`config.mk`:
```
export PLATFORM = sky130hd
export DESIGN_NAME = riscv_pipe_ctrl
export DESIGN_NICKNAME = d
export VERILOG_FILES = /design/src/rtl/riscv_ctrl_pkg.sv /design/src/rtl/riscv_fwd_unit.sv /design/src/rtl/riscv_pipe_ctrl.sv
export SDC_FILE = /design/constraint.sdc
export NUM_CORES = 1
export LEC_CHECK = 0
export CORE_MARGIN = 4
export CORE_UTILIZATION = 39
export CTS_CLUSTER_DIAMETER = 50
export DETAILED_ROUTE_END_ITERATION = 8
export HOLD_SLACK_MARGIN = 0.1
export PLACE_DENSITY = 0.82
export SETUP_SLACK_MARGIN = 0.3
export SLEW_MARGIN = 20
export SYNTH_ARGS = -nofsm -noshare
export SYNTH_HDL_FRONTEND = slang
export SYNTH_SLANG_ARGS = --single-unit
```
`constraint.sdc`:
```
create_clock -name Clock -period 2.2 [get_ports Clock]
set_input_delay 0.22 -clock Clock [delete_from_list [all_inputs] [get_ports Clock]]
set_output_delay 0.22 -clock Clock [all_outputs]
set_load 0.01 [all_outputs]
```
`src/rtl/riscv_ctrl_pkg.sv`:
```
// Shared definitions for the 3-stage RV32I pipeline controller.
//   - RV32I opcode constants used by the controller
//   - PC_sel, forward-select and MemToReg encodings
//   - controller state enum and the per-stage instruction tag
//   - decode_tag(): builds a stage tag from the D-stage instruction fields
package riscv_ctrl_pkg;

  localparam logic [6:0] OPC_LUI    = 7'b0110111;
  localparam logic [6:0] OPC_AUIPC  = 7'b0010111;
  localparam logic [6:0] OPC_JAL    = 7'b1101111;
  localparam logic [6:0] OPC_JALR   = 7'b1100111;
  localparam logic [6:0] OPC_BRANCH = 7'b1100011;
  localparam logic [6:0] OPC_LOAD   = 7'b0000011;
  localparam logic [6:0] OPC_STORE  = 7'b0100011;
  localparam logic [6:0] OPC_OPIMM  = 7'b0010011;
  localparam logic [6:0] OPC_OP     = 7'b0110011;

  typedef enum logic [1:0] {
    PC_HOLD   = 2'd0,
    PC_PLUS4  = 2'd1,
    PC_TARGET = 2'd2,
    PC_ZERO   = 2'd3
  } pc_sel_e;

  typedef enum logic [1:0] {
    FWD_RF = 2'd0,
    FWD_X  = 2'd1,
    FWD_M  = 2'd2
  } fwd_sel_e;

  typedef enum logic [1:0] {
    WB_PC4  = 2'd0,
    WB_ALU  = 2'd1,
    WB_DMEM = 2'd2,
    WB_UART = 2'd3
  } wb_sel_e;

  typedef enum logic [1:0] {
    ST_RST,
    ST_FLUSH,
    ST_RUN,
    ST_MWAIT
  } state_e;

  typedef enum logic [2:0] {
    CL_NONE,
    CL_ALU,
    CL_JUMP,
    CL_BRANCH,
    CL_LOAD,
    CL_STORE
  } inst_class_e;

  typedef struct packed {
    logic        valid;
    logic [4:0]  rd;
    inst_class_e cls;
    logic [2:0]  funct3;
  } stage_tag_t;

  function automatic logic writes_rd(inst_class_e c);
    return (c == CL_ALU) || (c == CL_JUMP) || (c == CL_LOAD);
  endfunction

  // rd is zeroed for classes that do not write it, so the immediate bits
  // that share the rd field in S/B formats can never cause a match.
  function automatic stage_tag_t decode_tag(logic [6:0] opc, logic [4:0] rd,
                                            logic [2:0] funct3);
    stage_tag_t t;
    t        = '0;
    t.valid  = 1'b1;
    t.funct3 = funct3;
    case (opc)
      OPC_LUI, OPC_AUIPC, OPC_OPIMM, OPC_OP: t.cls = CL_ALU;
      OPC_JAL, OPC_JALR:                     t.cls = CL_JUMP;
      OPC_BRANCH:                            t.cls = CL_BRANCH;
      OPC_LOAD:                              t.cls = CL_LOAD;
      OPC_STORE:                             t.cls = CL_STORE;
      default:                               t.cls = CL_NONE;
    endcase
    if (writes_rd(t.cls)) t.rd = rd;
    return t;
  endfunction

endpackage

```
`src/rtl/riscv_fwd_unit.sv`:
```
// Combinational operand-forwarding and load-use detection.
//   opc_d, rs1_d, rs2_d : fields of the D-stage instruction
//   tag_x, tag_m        : X- and M-stage instruction tags
//   fwd_rs1, fwd_rs2    : 0 regfile, 1 X result, 2 M writeback
//   load_use            : X holds a load whose rd feeds the D instruction
module riscv_fwd_unit
  import riscv_ctrl_pkg::*;
(
  input  logic [6:0] opc_d,
  input  logic [4:0] rs1_d,
  input  logic [4:0] rs2_d,
  input  stage_tag_t tag_x,
  input  stage_tag_t tag_m,
  output logic [1:0] fwd_rs1,
  output logic [1:0] fwd_rs2,
  output logic       load_use
);

  logic use_rs1, use_rs2;
  logic x_hit1, x_hit2, m_hit1, m_hit2;

  // Source usage is decided by opcode alone: I-type immediates occupy the
  // rs2 field and must not be mistaken for a register read.
  always_comb begin
    use_rs1 = 1'b0;
    use_rs2 = 1'b0;
    case (opc_d)
      OPC_JALR, OPC_LOAD, OPC_OPIMM: use_rs1 = 1'b1;
      OPC_BRANCH, OPC_STORE, OPC_OP: begin
        use_rs1 = 1'b1;
        use_rs2 = 1'b1;
      end
      default: ;
    endcase
  end

  function automatic logic hit(logic valid, logic [4:0] rd, logic [4:0] rs,
                               logic used);
    return used && valid && (rd != '0) && (rd == rs);
  endfunction

  assign x_hit1 = hit(tag_x.valid, tag_x.rd, rs1_d, use_rs1);
  assign x_hit2 = hit(tag_x.valid, tag_x.rd, rs2_d, use_rs2);
  assign m_hit1 = hit(tag_m.valid, tag_m.rd, rs1_d, use_rs1);
  assign m_hit2 = hit(tag_m.valid, tag_m.rd, rs2_d, use_rs2);

  assign fwd_rs1  = x_hit1 ? FWD_X : (m_hit1 ? FWD_M : FWD_RF);
  assign fwd_rs2  = x_hit2 ? FWD_X : (m_hit2 ? FWD_M : FWD_RF);
  assign load_use = (tag_x.cls == CL_LOAD) && (x_hit1 || x_hit2);

  logic unused_tag_bits;
  assign unused_tag_bits = ^{tag_x.funct3, tag_m.funct3, tag_m.cls};

endmodule

```
`src/rtl/riscv_pipe_ctrl.sv`:
```
// Pipeline controller for the 3-stage RV32I datapath (D, X, M).
//   Clock, Reset       : clock, asynchronous active-high reset
//   inst_d             : instruction in D
//   branch_taken       : compare result for the X-stage branch
//   addr_m, mem_ready  : M-stage address, UART handshake
//   PC_sel             : 0 hold, 1 PC+4, 2 target, 3 zero
//   data_forward_ALU1/2: rs1/rs2 source select
//   stall_d, bubble_x  : hold D, inject NOP into X
//   RegWr, MemToReg    : writeback enable and source
//   dmem_we, uart_we   : store strobes
// Optional: define PIPE_CTRL_PERF_EN to add perf_cycles, perf_retired and
// perf_stalls counters (PERF_W bits, wrapping).
module riscv_pipe_ctrl
  import riscv_ctrl_pkg::*;
#(
  parameter logic [3:0]  UART_REGION = 4'h8,
  parameter int unsigned PERF_W      = 32
) (
  input  logic              Clock,
  input  logic              Reset,
  input  logic [31:0]       inst_d,
  input  logic              branch_taken,
  input  logic [31:0]       addr_m,
  input  logic              mem_ready,
  output logic [1:0]        PC_sel,
  output logic [1:0]        data_forward_ALU1,
  output logic [1:0]        data_forward_ALU2,
  output logic              stall_d,
  output logic              bubble_x,
  output logic              RegWr,
  output logic [1:0]        MemToReg,
  output logic [3:0]        dmem_we,
  output logic              uart_we
`ifdef PIPE_CTRL_PERF_EN
  ,
  output logic [PERF_W-1:0] perf_cycles,
  output logic [PERF_W-1:0] perf_retired,
  output logic [PERF_W-1:0] perf_stalls
`endif
);

  state_e     state;
  stage_tag_t tag_x, tag_m;

  logic active, m_mem, m_uart, freeze, redirect, lu_raw, load_use, m_go;

  riscv_fwd_unit u_fwd (
    .opc_d    (inst_d[6:0]),
    .rs1_d    (inst_d[19:15]),
    .rs2_d    (inst_d[24:20]),
    .tag_x    (tag_x),
    .tag_m    (tag_m),
    .fwd_rs1  (data_forward_ALU1),
    .fwd_rs2  (data_forward_ALU2),
    .load_use (lu_raw)
  );

  // MWAIT with mem_ready=1 behaves exactly like RUN, so both share one path.
  assign active   = (state == ST_RUN) || (state == ST_MWAIT);
  assign m_mem    = tag_m.valid && ((tag_m.cls == CL_LOAD) || (tag_m.cls == CL_STORE));
  assign m_uart   = m_mem && (addr_m[31:28] == UART_REGION);
  assign freeze   = active && m_uart && !mem_ready;
  assign redirect = active && !freeze && tag_x.valid &&
                    ((tag_x.cls == CL_JUMP) || ((tag_x.cls == CL_BRANCH) && branch_taken));
  assign load_use = active && !freeze && !redirect && lu_raw;
  assign m_go     = tag_m.valid && !freeze;

  always_comb begin
    PC_sel   = PC_PLUS4;
    stall_d  = 1'b0;
    bubble_x = 1'b0;
    case (state)
      ST_RST: begin
        PC_sel   = PC_ZERO;
        bubble_x = 1'b1;
      end
      ST_FLUSH: bubble_x = 1'b1;
      default: begin
        if (freeze) begin
          PC_sel  = PC_HOLD;
          stall_d = 1'b1;
        end else if (redirect) begin
          PC_sel   = PC_TARGET;
          bubble_x = 1'b1;
        end else if (load_use) begin
          PC_sel   = PC_HOLD;
          stall_d  = 1'b1;
          bubble_x = 1'b1;
        end
      end
    endcase
  end

  always_comb begin
    RegWr    = m_go && (tag_m.rd != '0) && writes_rd(tag_m.cls);
    MemToReg = WB_PC4;
    if (tag_m.valid) begin
      case (tag_m.cls)
        CL_JUMP: MemToReg = WB_PC4;
        CL_LOAD: MemToReg = m_uart ? WB_UART : WB_DMEM;
        default: MemToReg = WB_ALU;
      endcase
    end
    uart_we = m_go && (tag_m.cls == CL_STORE) && m_uart;
    dmem_we = '0;
    if (m_go && (tag_m.cls == CL_STORE) && !m_uart) begin
      case (tag_m.funct3[1:0])
        2'b00:   dmem_we = 4'b0001 << addr_m[1:0];
        2'b01:   dmem_we = 4'b0011 << {addr_m[1], 1'b0};
        default: dmem_we = 4'b1111;
      endcase
    end
  end

  always_ff @(posedge Clock or posedge Reset) begin
    if (Reset) begin
      state <= ST_RST;
      tag_x <= '0;
      tag_m <= '0;
    end else begin
      case (state)
        ST_RST:   state <= ST_FLUSH;
        ST_FLUSH: state <= ST_RUN;
        default:  state <= freeze ? ST_MWAIT : (redirect ? ST_FLUSH : ST_RUN);
      endcase
      if (!freeze) begin
        tag_m <= tag_x;
        if (bubble_x) tag_x <= '0;
        else          tag_x <= decode_tag(inst_d[6:0], inst_d[11:7], inst_d[14:12]);
      end
    end
  end

`ifdef PIPE_CTRL_PERF_EN
  always_ff @(posedge Clock or posedge Reset) begin
    if (Reset) begin
      perf_cycles  <= '0;
      perf_retired <= '0;
      perf_stalls  <= '0;
    end else begin
      perf_cycles <= perf_cycles + PERF_W'(1);
      if (m_go) perf_retired <= perf_retired + PERF_W'(1);
      if (load_use || freeze || (state == ST_FLUSH)) perf_stalls <= perf_stalls + PERF_W'(1);
    end
  end
`else
  // PERF_W only sizes the optional counters.
  if (PERF_W < 1) begin : g_perf_w_unused
  end
`endif

  logic unused_bits;
  assign unused_bits = ^{inst_d[31:25], addr_m[27:2], tag_x.funct3, tag_m.funct3[2]};

endmodule

```
### Word level (Yosys, flattened, before mapping)

Index checks and enable logic that the tools add are counted.

* output and inout bits: 16
* input bits: 68
* word-level logic and storage cells: 119
* register bits: 24
* bits in latches: 0
* memory bits (read-only): 0
* memory bits (writable): 0
* memories kept: 0

* reduce and logical (&&, ||, !) cells: 50
* bitwise logic cells: 0
* $add $sub $neg: 0
* magnitude comparators: 0
* div/mod/pow operators: 0
* shift operators: 2
* eq/ne operators: 28
* muxes and demuxes: 30
* multiply operators: 0

Operators by type and width (number)
* 1-bit logical AND: 29
* 7-bit by 6-bit == test with 1-bit output, second input constant: 3
* 7-bit == test, second input constant: 3
* 5-bit == test: 4
* 2-bit two-way mux: 9
* 3-bit case mux with 5 select lines: 1
* 7-bit by 5-bit == test with 1-bit output, second input constant: 2
* 3-bit by 2-bit == test with 1-bit output, second input constant: 4
* 3-bit == test, second input constant: 4
* 12-bit two-way mux: 1
* 2-bit case mux with 2 select lines: 3
* 1-bit two-way mux: 11
* 5-bit nonzero test: 2
* 1-bit logical OR: 8
* 4-bit case mux with 2 select lines: 1
* 7-bit by 2-bit == test with 1-bit output, second input constant: 1
* 3-bit by 1-bit == test with 1-bit output, second input constant: 2
* 3-bit two-way mux: 2
* 6-bit OR reduction: 1
* 5-bit two-way mux: 1
* 2-bit by 1-bit == test with 1-bit output, second input constant: 2
* 2-bit == test, second input constant: 2
* 4-bit == test, second input constant: 1
* 1-bit zero test: 4
* 7 further kinds: 9

### Depth between registers and ports, before layout

* depth after elaboration: 24
* gate-level depth with buffers: 6
* gate-level depth less buffers: 5

### Modules after synthesis

From an unflattened synthesis, not the netlist that was laid out.

* cell total of the unflattened synthesis: 162
* area total of the unflattened synthesis: 1612.8 µm²

Modules (own cells, without submodules)
* riscv_pipe_ctrl: times used 1, cells each 116, area an instance 1277.5 µm²
* riscv_fwd_unit: times used 1, cells each 46, area an instance 335.3 µm²

### Worst setup path after synthesis

OpenSTA, ideal clock, no wires.

* path type: register to output
* start point: reg tag_x[7] (netlist name)
* end point: out PC_sel[0]
* arrival time: 1861 ps
* data required time: 1980 ps
* path slack: 119 ps
* cell stages (with the launch flop): 7
* cells stage by stage: dfrtp_1 -> or4_1 -> o21ai_0 -> nor4_1 -> o211ai_2 -> buf_2 -> and3b_1

* longest elaborated chain between the ends: 10
* elaborated cells between the ends (all ways): 14
* those cells by class: 2 x eq/ne; 4 x mux; 8 x reduce/logical

Ends and longest elaborated chain
* 5-bit nonzero test: RTL line riscv_fwd_unit.sv:39 `return used && valid && (rd != '0) && (rd == rs);`
* 1-bit logical AND: RTL line riscv_fwd_unit.sv:39
* 1-bit logical AND *: RTL line riscv_fwd_unit.sv:39
* via u_fwd.x_hit1: RTL line riscv_fwd_unit.sv:20 `logic x_hit1, x_hit2, m_hit1, m_hit2;`
* 1-bit logical OR *: RTL line riscv_fwd_unit.sv:49 `assign load_use = (tag_x.cls == CL_LOAD) && (x_hit1 || x_hit2);`
* 1-bit logical AND *: RTL line riscv_fwd_unit.sv:49
* 1-bit logical AND *: RTL line riscv_pipe_ctrl.sv:65 `assign load_use = active && !freeze && !redirect && lu_raw;`
* 1-bit two-way mux *: RTL line riscv_pipe_ctrl.sv:85 `end else if (load_use) begin`
* 2-bit two-way mux *: RTL line riscv_pipe_ctrl.sv:82 `end else if (redirect) begin`
* 2-bit two-way mux *: RTL line riscv_pipe_ctrl.sv:79 `if (freeze) begin`
* 2-bit case mux with 2 select lines *: RTL line riscv_pipe_ctrl.sv:72 `case (state)`
* end: declaration: RTL line riscv_pipe_ctrl.sv:25 `output logic [1:0] PC_sel,`

The timed path passes the listed nets; every way through them passes the cells marked *.

### Final worst setup path

* start point: reg tag_x[10] (netlist name)
* end point: out PC_sel[0]

* longest elaborated chain between the ends: 10
* elaborated cells between the ends (all ways): 14
* those cells by class: 2 x eq/ne; 4 x mux; 8 x reduce/logical

Ends and longest elaborated chain (RTL line)
* 5-bit nonzero test: riscv_fwd_unit.sv:39
* 1-bit logical AND (2 in series): riscv_fwd_unit.sv:39
* 1-bit logical OR *: riscv_fwd_unit.sv:49
* 1-bit logical AND *: riscv_fwd_unit.sv:49
* 1-bit logical AND *: riscv_pipe_ctrl.sv:65
* 1-bit two-way mux *: riscv_pipe_ctrl.sv:85
* 2-bit two-way mux *: riscv_pipe_ctrl.sv:82
* 2-bit two-way mux *: riscv_pipe_ctrl.sv:79
* 2-bit case mux with 2 select lines *: riscv_pipe_ctrl.sv:72

Every way passes the cells marked *; elsewhere a longest branch is shown, timed or not.

==> run metrics <==
status finished with violations; violated checks setup timing; DRC Markers 0; clock-pin slew on the worst setup and hold paths 0.10 ns; Top Ports 84; Worst Skew 0.00999 ns; Die Footprint 0.00503 sq mm; routed length per instance 20.0 um; Worst setup EP type primary output; Initial Util 41.2%; H-tree depth 1; maximum vdd drop 0.262 mV; mean area per synthesized cell 10.4 sq um; Netlist cell types 41; GPL Wtd Cong 0.831; first-pass GRT wire length 8810 um; CP startpoint kind flip-flop; Design Power 0.00143 W; Core Region 0.00374 sq mm; Die Ht 70.9 um; RSZ-0062 raised after global routing true; post-place setup slack -0.414 ns; drt pass-1 iters 4; Initial DRC Count 169; Top FF cell, synth dfrtp_1; pwr dens 492 mW/mm^2; net count after synthesis 217; Seq/Total Area, Yosys 38.9%; period utilization 109%; Min Hold Slack 0.303 ns; critical path peak fanout 4; Detail Placement HPWL 3300 um; Skew-Pair Late Insertion Delay 0.28 ns; global route total overflow 0; Final ANT Viol Nets 0; Post-Synthesis Cells 149; Critical Path AT 2.18 ns; Rel. slew slack 75.3%; Synthesis Warnings 0; Leakage 1.34 nW; FMAX 417 MHz; Root Driver clkbuf_8; total number of vias 1732; min-delay worst type in -> async; IO buf count 49; fin crit period 2.40 ns; largest net degree at the start of global routing 25; vias in the first global route 1745; EDFF count, synth 0; Max-Cap Viols 0; Max clock buf depth 2; post-route setup slack -0.196 ns; Die Width 70.9 um; Hold Fails Final Rpt 0; fraction of layout cells with a size suffix above 1 54.0%; vias per inst 5.57; CTS hold repair buffers 0; initial antenna violation count 0; asr flop ratio synth 100%; Diodes inserted 0; cell row count 22; overall global routing resource usage 22.2%; synthesis-to-layout area growth 88.6%; Final Slew Violations 0; register bit total from synthesis 24; Worst-Margin Slew 0.368 ns; final setup fails 18; Final nets 332; Num CTS Buffers 3; Crit Path Category reg -> out; CTS tree yes; Sink Count 24; mapped cell area 0.00154 sq mm; Data required, critical path 1.98 ns; WL final 6210 um
[what timing repair did]
item | in CTS | in global routing
buffers inserted | 19 | 13
resized for setup | 106 | 54
cloned | 1 | 0
pin swaps | 21 | 15
setup endpoints to repair | 38 | 36
[cell families after synthesis]
kind of cell | after synthesis | synth area share, %
muxes | 10 | 7.22
AOI/OAI and AO/OA | 30 | 15.2
DFF | 24 | 38.9
and+or+nand+nor | 54 | 23.0
buffers and inverters | 10 | 3.81
xor gates and xnor gates | 21 | 11.9
[synthesized netlist by cell type (2+ instances only)]
library cell | count | area [sq um]
nor2_1 | 9 | 33.8
nor2b_1 | 4 | 25.0
a21oi_1 | 4 | 20.0
o21ai_0 | 6 | 30.0
nor4_2 | 2 | 25.0
nor4_1 | 3 | 18.8
nor3b_1 | 2 | 15.0
xor2_1 | 6 | 52.6
buf_2 | 2 | 10.0
inv_1 | 4 | 15.0
or4_1 | 2 | 15.0
nand2b_1 | 4 | 25.0
nand3_1 | 5 | 25.0
nor3_1 | 4 | 20.0
dfrtp_1 | 24 | 601
a22o_1 | 2 | 17.5
buf_4 | 3 | 22.5
nand2_1 | 4 | 15.0
o21bai_1 | 2 | 15.0
a32o_1 | 9 | 90.1
and3b_1 | 3 | 26.3
mux2_2 | 9 | 101
xnor2_1 | 15 | 131
or2_2 | 4 | 25.0
[sequential cells by signal (all words and copies together) (netlist names)]
name / flops
tag_m: 11
tag_x: 11
state: 2
[final cells by class]
type | count | area, sq um
clock inverters | 1 | 30.0
inverters | 4 | 15.0
clock buffers | 3 | 41.3
flip-flops and latches | 24 | 603
repair buffers | 116 | 1000
well taps | 48 | 60.1
fillers | 207 | 833
multi-input cells | 115 | 1160
[report_power, final]
part | internal, W | switching, W
logic | 0.000255 | 0.000213
clock network | 0.000244 | 0.000159
registers | 0.000495 | 0.0000649
[per-layer routing]
metal  track usage (%)  part of all wire [%]  up-vias
li1                  -                     -      783
met5                 0                     0        -
met3              2.98                   6.6       16
met1              28.0                    39      849
met4              6.26                   2.0        0
met2              39.5                    52       84
[placed cells by master, fill, tap and decap left out, drive strengths merged, types with 2 or more instances in the layout]
cell            n
buf            82
dfrtp          24
clkdlybuf4s50  23
xnor2          15
a32o            9
mux2            9
nor2            9
clkbuf          7
xor2            6
o21ai           6
nor4            5
nand3           5
nor2b           4
dlygate4sd2     4
inv             4
nand2b          4
nand2           4
nor3            4
a21oi           4
or2             4
dlymetal6s2s    3
and3b           3
nor3b           3
o21bai          2
a22o            2
or4             2
o211ai          2
[critical path: stages, from the launching register on]
cell	delay (ns)
dfrtp_1	0.40
or4_4	0.57
o21ai_4	0.16
nor4_2	0.07
buf_4	0.16
o211ai_4	0.21
and3b_1	0.20
buf_2	0.14
[worst paths after layout]
| path | start | endpoint | slack, ns | cells past startpoint |
|---|---|---|---|---|
| min reg2reg | tag_x[1] | tag_x[1] | 0.55 | 1 |
| min | Reset | tag_x[1] | 0.30 | 3 |
| min in group Clock | tag_x[1] | tag_x[1] | 0.55 | 1 |
| max | tag_x[10] | PC_sel[0] | -0.20 | 7 |
| max in group asynchronous | Reset | tag_m[6] | 1.62 | 3 |
| max reg2reg | tag_x[6] | tag_x[6] | -0.17 | 10 |
[per-stage QoR]
step	instance area [sq um]	utilization, %	TNS (ns)	std cells
after global routing	2910	77.7	-3.63	311
after CTS	2700	72.2	-0.369	298
final	2910	77.7	-2.58	311
after detailed placement	2320	61.9	-6.73	274
after floorplan	1560	-	0	149
after global placement	2320	61.9	-6.03	274
Power figures use the tool's default switching activity.
